<file path="src/rtl/cdc_req_arbiter.sv">
// Receive side of four-phase req/ack handshakes from foreign clock domains:
// per-request synchronizers, round-robin arbitration, registered level acks.
module cdc_req_arbiter #(
   parameter int NUM_REQ     = 4,
   parameter int SYNC_STAGES = 2,
   localparam int IDX_W      = (NUM_REQ > 1) ? $clog2(NUM_REQ) : 1
) (
   input  logic               clk_i,
   input  logic               srst_i,
   input  logic [NUM_REQ-1:0] async_req_i,
   output logic [NUM_REQ-1:0] ack_o,
   output logic               evt_valid_o,
   input  logic               evt_ready_i,
   output logic [IDX_W-1:0]   evt_idx_o,
   output logic               busy_o
);

   generate
      if (SYNC_STAGES < 2) begin : g_bad_sync
         $error("cdc_req_arbiter: SYNC_STAGES must be >= 2");
      end
   endgenerate

   typedef enum logic [1:0] {
      IDLE    = 2'd0,
      OFFER   = 2'd1,
      WAIT_LO = 2'd2
   } state_t;

   logic [NUM_REQ-1:0][SYNC_STAGES-1:0] sync_q, sync_d;
   logic [NUM_REQ-1:0] sreq;

   state_t             state_q, state_d;
   logic [NUM_REQ-1:0] ack_q, ack_d;
   logic               evt_valid_q, evt_valid_d;
   logic [IDX_W-1:0]   evt_idx_q, evt_idx_d;
   logic [IDX_W-1:0]   rr_ptr_q, rr_ptr_d;
   logic               busy_q, busy_d;

   logic               found;
   logic [IDX_W-1:0]   win;
   logic               sreq_g;

   always_comb begin
      sync_d = sync_q;
      for (int i = 0; i < NUM_REQ; i++) begin
         sync_d[i] = {sync_q[i][SYNC_STAGES-2:0], async_req_i[i]};
         sreq[i]   = sync_q[i][SYNC_STAGES-1];
      end
   end

   // Two passes: indices at/after rr_ptr first, then the wrapped-around ones.
   always_comb begin
      found = 1'b0;
      win   = '0;
      for (int i = 0; i < NUM_REQ; i++) begin
         if (!found && sreq[i] && (i >= int'(rr_ptr_q))) begin
            found = 1'b1;
            win   = IDX_W'(i);
         end
      end
      for (int i = 0; i < NUM_REQ; i++) begin
         if (!found && sreq[i]) begin
            found = 1'b1;
            win   = IDX_W'(i);
         end
      end
   end

   // ack_q is one-hot on the granted index while waiting for its req to drop
   assign sreq_g = |(sreq & ack_q);

   always_comb begin
      state_d     = state_q;
      ack_d       = ack_q;
      evt_valid_d = evt_valid_q;
      evt_idx_d   = evt_idx_q;
      rr_ptr_d    = rr_ptr_q;
      unique case (state_q)
         IDLE: begin
            if (found) begin
               evt_idx_d   = win;
               evt_valid_d = 1'b1;
               state_d     = OFFER;
            end
         end
         OFFER: begin
            if (evt_ready_i) begin
               evt_valid_d = 1'b0;
               ack_d       = NUM_REQ'(1) << evt_idx_q;
               rr_ptr_d    = (int'(evt_idx_q) == NUM_REQ - 1) ?
                             '0 : evt_idx_q + 1'b1;
               state_d     = WAIT_LO;
            end
         end
         WAIT_LO: begin
            if (!sreq_g) begin
               ack_d   = '0;
               state_d = IDLE;
            end
         end
         default: begin
            ack_d       = '0;
            evt_valid_d = 1'b0;
            state_d     = IDLE;
         end
      endcase
      busy_d = (state_d != IDLE);
   end

   always_ff @(posedge clk_i) begin
      if (srst_i) begin
         sync_q      <= '0;
         state_q     <= IDLE;
         ack_q       <= '0;
         evt_valid_q <= 1'b0;
         evt_idx_q   <= '0;
         rr_ptr_q    <= '0;
         busy_q      <= 1'b0;
      end else begin
         sync_q      <= sync_d;
         state_q     <= state_d;
         ack_q       <= ack_d;
         evt_valid_q <= evt_valid_d;
         evt_idx_q   <= evt_idx_d;
         rr_ptr_q    <= rr_ptr_d;
         busy_q      <= busy_d;
      end
   end

   assign ack_o       = ack_q;
   assign evt_valid_o = evt_valid_q;
   assign evt_idx_o   = evt_idx_q;
   assign busy_o      = busy_q;

endmodule

</file>
<file path="config.mk">
export PLATFORM = sky130hd
export DESIGN_NAME = cdc_req_arbiter
export DESIGN_NICKNAME = d
export VERILOG_FILES = /design/src/rtl/cdc_req_arbiter.sv
export SDC_FILE = /design/constraint.sdc
export NUM_CORES = 1
export LEC_CHECK = 0
export ABC_AREA = 1
export BUFFER_PORTS_ARGS = -buffer_cell sky130_fd_sc_hd__buf_2
export CAP_MARGIN = 40
export CELL_PAD_IN_SITES_DETAIL_PLACEMENT = 1
export CELL_PAD_IN_SITES_GLOBAL_PLACEMENT = 2
export CORE_MARGIN = 2
export CORE_UTILIZATION = 29
export CTS_BUF_LIST = sky130_fd_sc_hd__clkbuf_16
export CTS_CLUSTER_SIZE = 12
export DETAILED_ROUTE_END_ITERATION = 6
export PLACE_DENSITY_LB_ADDON = 0.15
export SLEW_MARGIN = 15
export SYNTH_ARGS = -nofsm -noshare
export SYNTH_HDL_FRONTEND = slang
export SYNTH_SLANG_ARGS = --single-unit
</file>
<file path="constraint.sdc">
create_clock -name clk_i -period 1.2 [get_ports clk_i]
set_input_delay 0.06 -clock clk_i [delete_from_list [all_inputs] [get_ports clk_i]]
set_output_delay 0.06 -clock clk_i [all_outputs]
set_load 0.1 [all_outputs]
</file>
==> flow_summary.toml <==
[outcome]
run_status = "complete, no violations"

[timing]
finalCritPeriodShare_pct = 95.7
worst_pin_slew_ns = 0.488
hold_viol = 0
slew_headroom_pct = 67.7
maxSlewViolCount = 0
min_period_ns = 1.15
worst_slack_ns = 0.0512
skew_ns = 0.00207
rsz0062_at_grt = "true"
fmax_mhz = 871
setup_viol = 0

[min_path]
hold-path-endpoint = "sync_d[7]"
hold_path_class = "input port to flop"
holdCritStartpoint = "async_req_i[3]"
holdPathStages = 3

[finish]
n_antenna_cell = 0
nets = 151
layout-drive-gt1-share_pct = 34.5
area_growth_pct = 29.0
finish.instance_area_sq_um = 1120

[clock_tree]
numClockSinks = 20
hold_buffers = 0
cts_made_buffers = 3
cts-root-buf = "clkbuf_16"
cts_buffer_depth = 2
clk_latency_ns = 0.25
cts_tree = "done"
cts_max_level = 1
path_clk_slew_ns = 0.05

[worst_setup_path]
cp.buffers_inverters = 0
crit_path_cell_trace = "nor2_1 > nand2_1 > nand2_2 > nor2_4 > nand3_2 > nand2_4 > nand2_2 > nand2_2 > nand2_1"
reg2reg_from = "rr_ptr_q[0]"
endpoint_kind = "flop"
cp.required_ns = 1.35
crit_path_frequent_cell = "nand2_2"
cp_top_family = "simple AND/OR/NAND/NOR gates"
start_kind = "flop"
arrival_ns = 1.30
worstRegToRegCells = 9
cpPeakStageDelay_ns = 0.35
path_max_fanout = 6
crit_cells = 9
slowest_stage = "dfxtp_2"
r2r_slack_ns = 0.05
r2r_end = "busy_o"
critPathKind = "flop to flop"

[synthesis]
synthTopCellsByArea = "dfxtp_1 (46%), nand2_1 (13%), nor2_1 (7.8%)"
seq_area_frac_synth_pct = 46.2
syn-cell-area_sq_um = 867
ys_ff_latch = 20
yosysWarnings = 0
synth_cells = 118
post_synth_num_cell_types = 17
synth_top_cell_by_area = "dfxtp_1"
synth_top_area_share_pct = 46.2
avgSynthCellArea_sq_um = 7.35
syn_nets = 129

[global_routing]
grt.overflow.total = 0
grt_pass1_wl_microns = 3470
antenna_found_initial = 0
grt.total_usage_pct = 13.7
first_global_vias = 774
grt_max_degree = 14

[route]
first_pass_iters = 4
ant_nets = 0
drt_iter0_markers = 14
vias = 755
drc = 0
avgViaCountPerCell = 4.44
drt-total-wl_microns = 2060
wl_per_cell_microns = 12.1

[place]
gp_congestion = 0.730
port-buffer-count = 14
place_area_sq_um = 1010
dpl.hpwl_microns = 1590
preCtsSetupSlack_ns = 0.0159

[die]
die_area_sq_um = 3440
core-area_sq_um = 2810
die_w_microns = 58.7
ios = 15
rows = 19
die_h_microns = 58.7
start_util_pct = 30.9

[job]
max_cap_viol_count = 0

[pwr]
ir_drop_uv = 830
power_density_nw_per_um2 = 1680
p_leak_nw = 0.566
[cell type report]
| class | instances | area, sq um |
|---|---|---|
| Clock inverter | 1 | 3.75 |
| Tap cell | 31 | 38.8 |
| Clock buffer | 3 | 75.1 |
| Multi-Input combinational cell | 78 | 399 |
| Inverter | 19 | 71.3 |
| Timing Repair Buffer | 18 | 100 |
| Fill cell | 368 | 1690 |
| Sequential cell | 20 | 430 |
[layer usage]
| metal | global-route usage [%] | vias to the layer above | part of all wire, % |
|---|---|---|---|
| li1 | - | 401 | - |
| met1 | 18.6 | 336 | 50 |
| met2 | 20.5 | 14 | 44 |
| met3 | 3.08 | 4 | 4.0 |
| met4 | 6.82 | 0 | 1.8 |
| met5 | 0 | - | 0 |
[through the flow]
step / instances / hold slack, ns / total power [mW] / util, % / setup TNS (ns)
2_1_floorplan: 118 / 0.119 / 1.11 / - / -0.0220
3_3_place_gp: 164 / 0.259 / 1.20 / 36.0 / 0
3_5_place_dp: 164 / 0.268 / 1.20 / 36.0 / 0
4_1_cts: 168 / 0.00845 / 1.89 / 38.8 / 0
5_1_grt: 170 / 0.0138 / 1.98 / 39.9 / -0.117
6_report: 170 / 0.00844 / 1.88 / 39.9 / 0
[worst reg2reg max path, stage by stage, from the launching register on]
cell     delay, ns
dfxtp_2       0.35
nor2_1        0.05
nand2_1       0.08
nand2_2       0.09
nor2_4        0.12
nand3_2       0.10
nand2_4       0.10
nand2_2       0.06
nand2_2       0.06
nand2_1       0.04
[worst max path at each step]
stage / from / endpoint / slack, ns
2_1_floorplan: evt_idx_o[1] / rr_ptr_q[1] / -0.02
3_3_place_gp: rr_ptr_q[0] / busy_o / 0.07
3_5_place_dp: rr_ptr_q[0] / busy_o / 0.02
4_1_cts: rr_ptr_q[0] / busy_o / 0.002
5_1_grt: rr_ptr_q[1] / busy_o / -0.04
6_report: rr_ptr_q[0] / busy_o / 0.05
[repair_timing]
action / CTS / global route
setup endpoints to repair: 0 / 7
buffers inserted: 0 / 2
resized for setup: 0 / 9
[cells in the final DEF, fill, tap and decap left out, types with 3 or more instances in the layout]
cell type / count
inv_1: 15
dfxtp_2: 6
nor2_1: 17
nand2_2: 7
inv_2: 4
dfxtp_4: 6
ha_1: 4
nand3_1: 5
buf_4: 4
clkbuf_16: 3
dfxtp_1: 8
a21oi_1: 7
buf_2: 14
nand2_1: 27
o21ai_0: 4
[cell usage after synthesis]
master,count
dfxtp_1,20
nand2_1,29
nand3_2,1
nand4_1,1
nand3_1,5
inv_1,17
o211a_1,1
ha_1,4
nand2_2,5
o21ai_1,1
clkbuf_1,1
nor2_1,18
inv_2,2
o21ai_0,4
nand2_4,1
a21oi_1,7
nor2_4,1
[power breakdown]
group | switching, mW | internal (mW) | leakage [nW]
clock | 0.236 | 0.443 | 0.0385
sequential | 0.0477 | 0.718 | 0.171
combinational | 0.330 | 0.105 | 0.356
total | 0.614 | 1.27 | 0.566
[flip-flops by register name (all words and copies together) (netlist names)]
signal / flops
evt_valid_o: 1
ack_o: 4
evt_idx_o: 2
sync_d: 4
rr_ptr_q: 2
state_q: 2
busy_o: 1
sreq: 4
[cells by family after synthesis]
group	synth area share, %
AOI/OAI and AO/OA	8.08
adders and majority gates	5.77
buffers and inverters	8.66
DFF	46.2
and+or+nand+nor	31.3
Note: power is estimated with default switching activity, not from simulation.
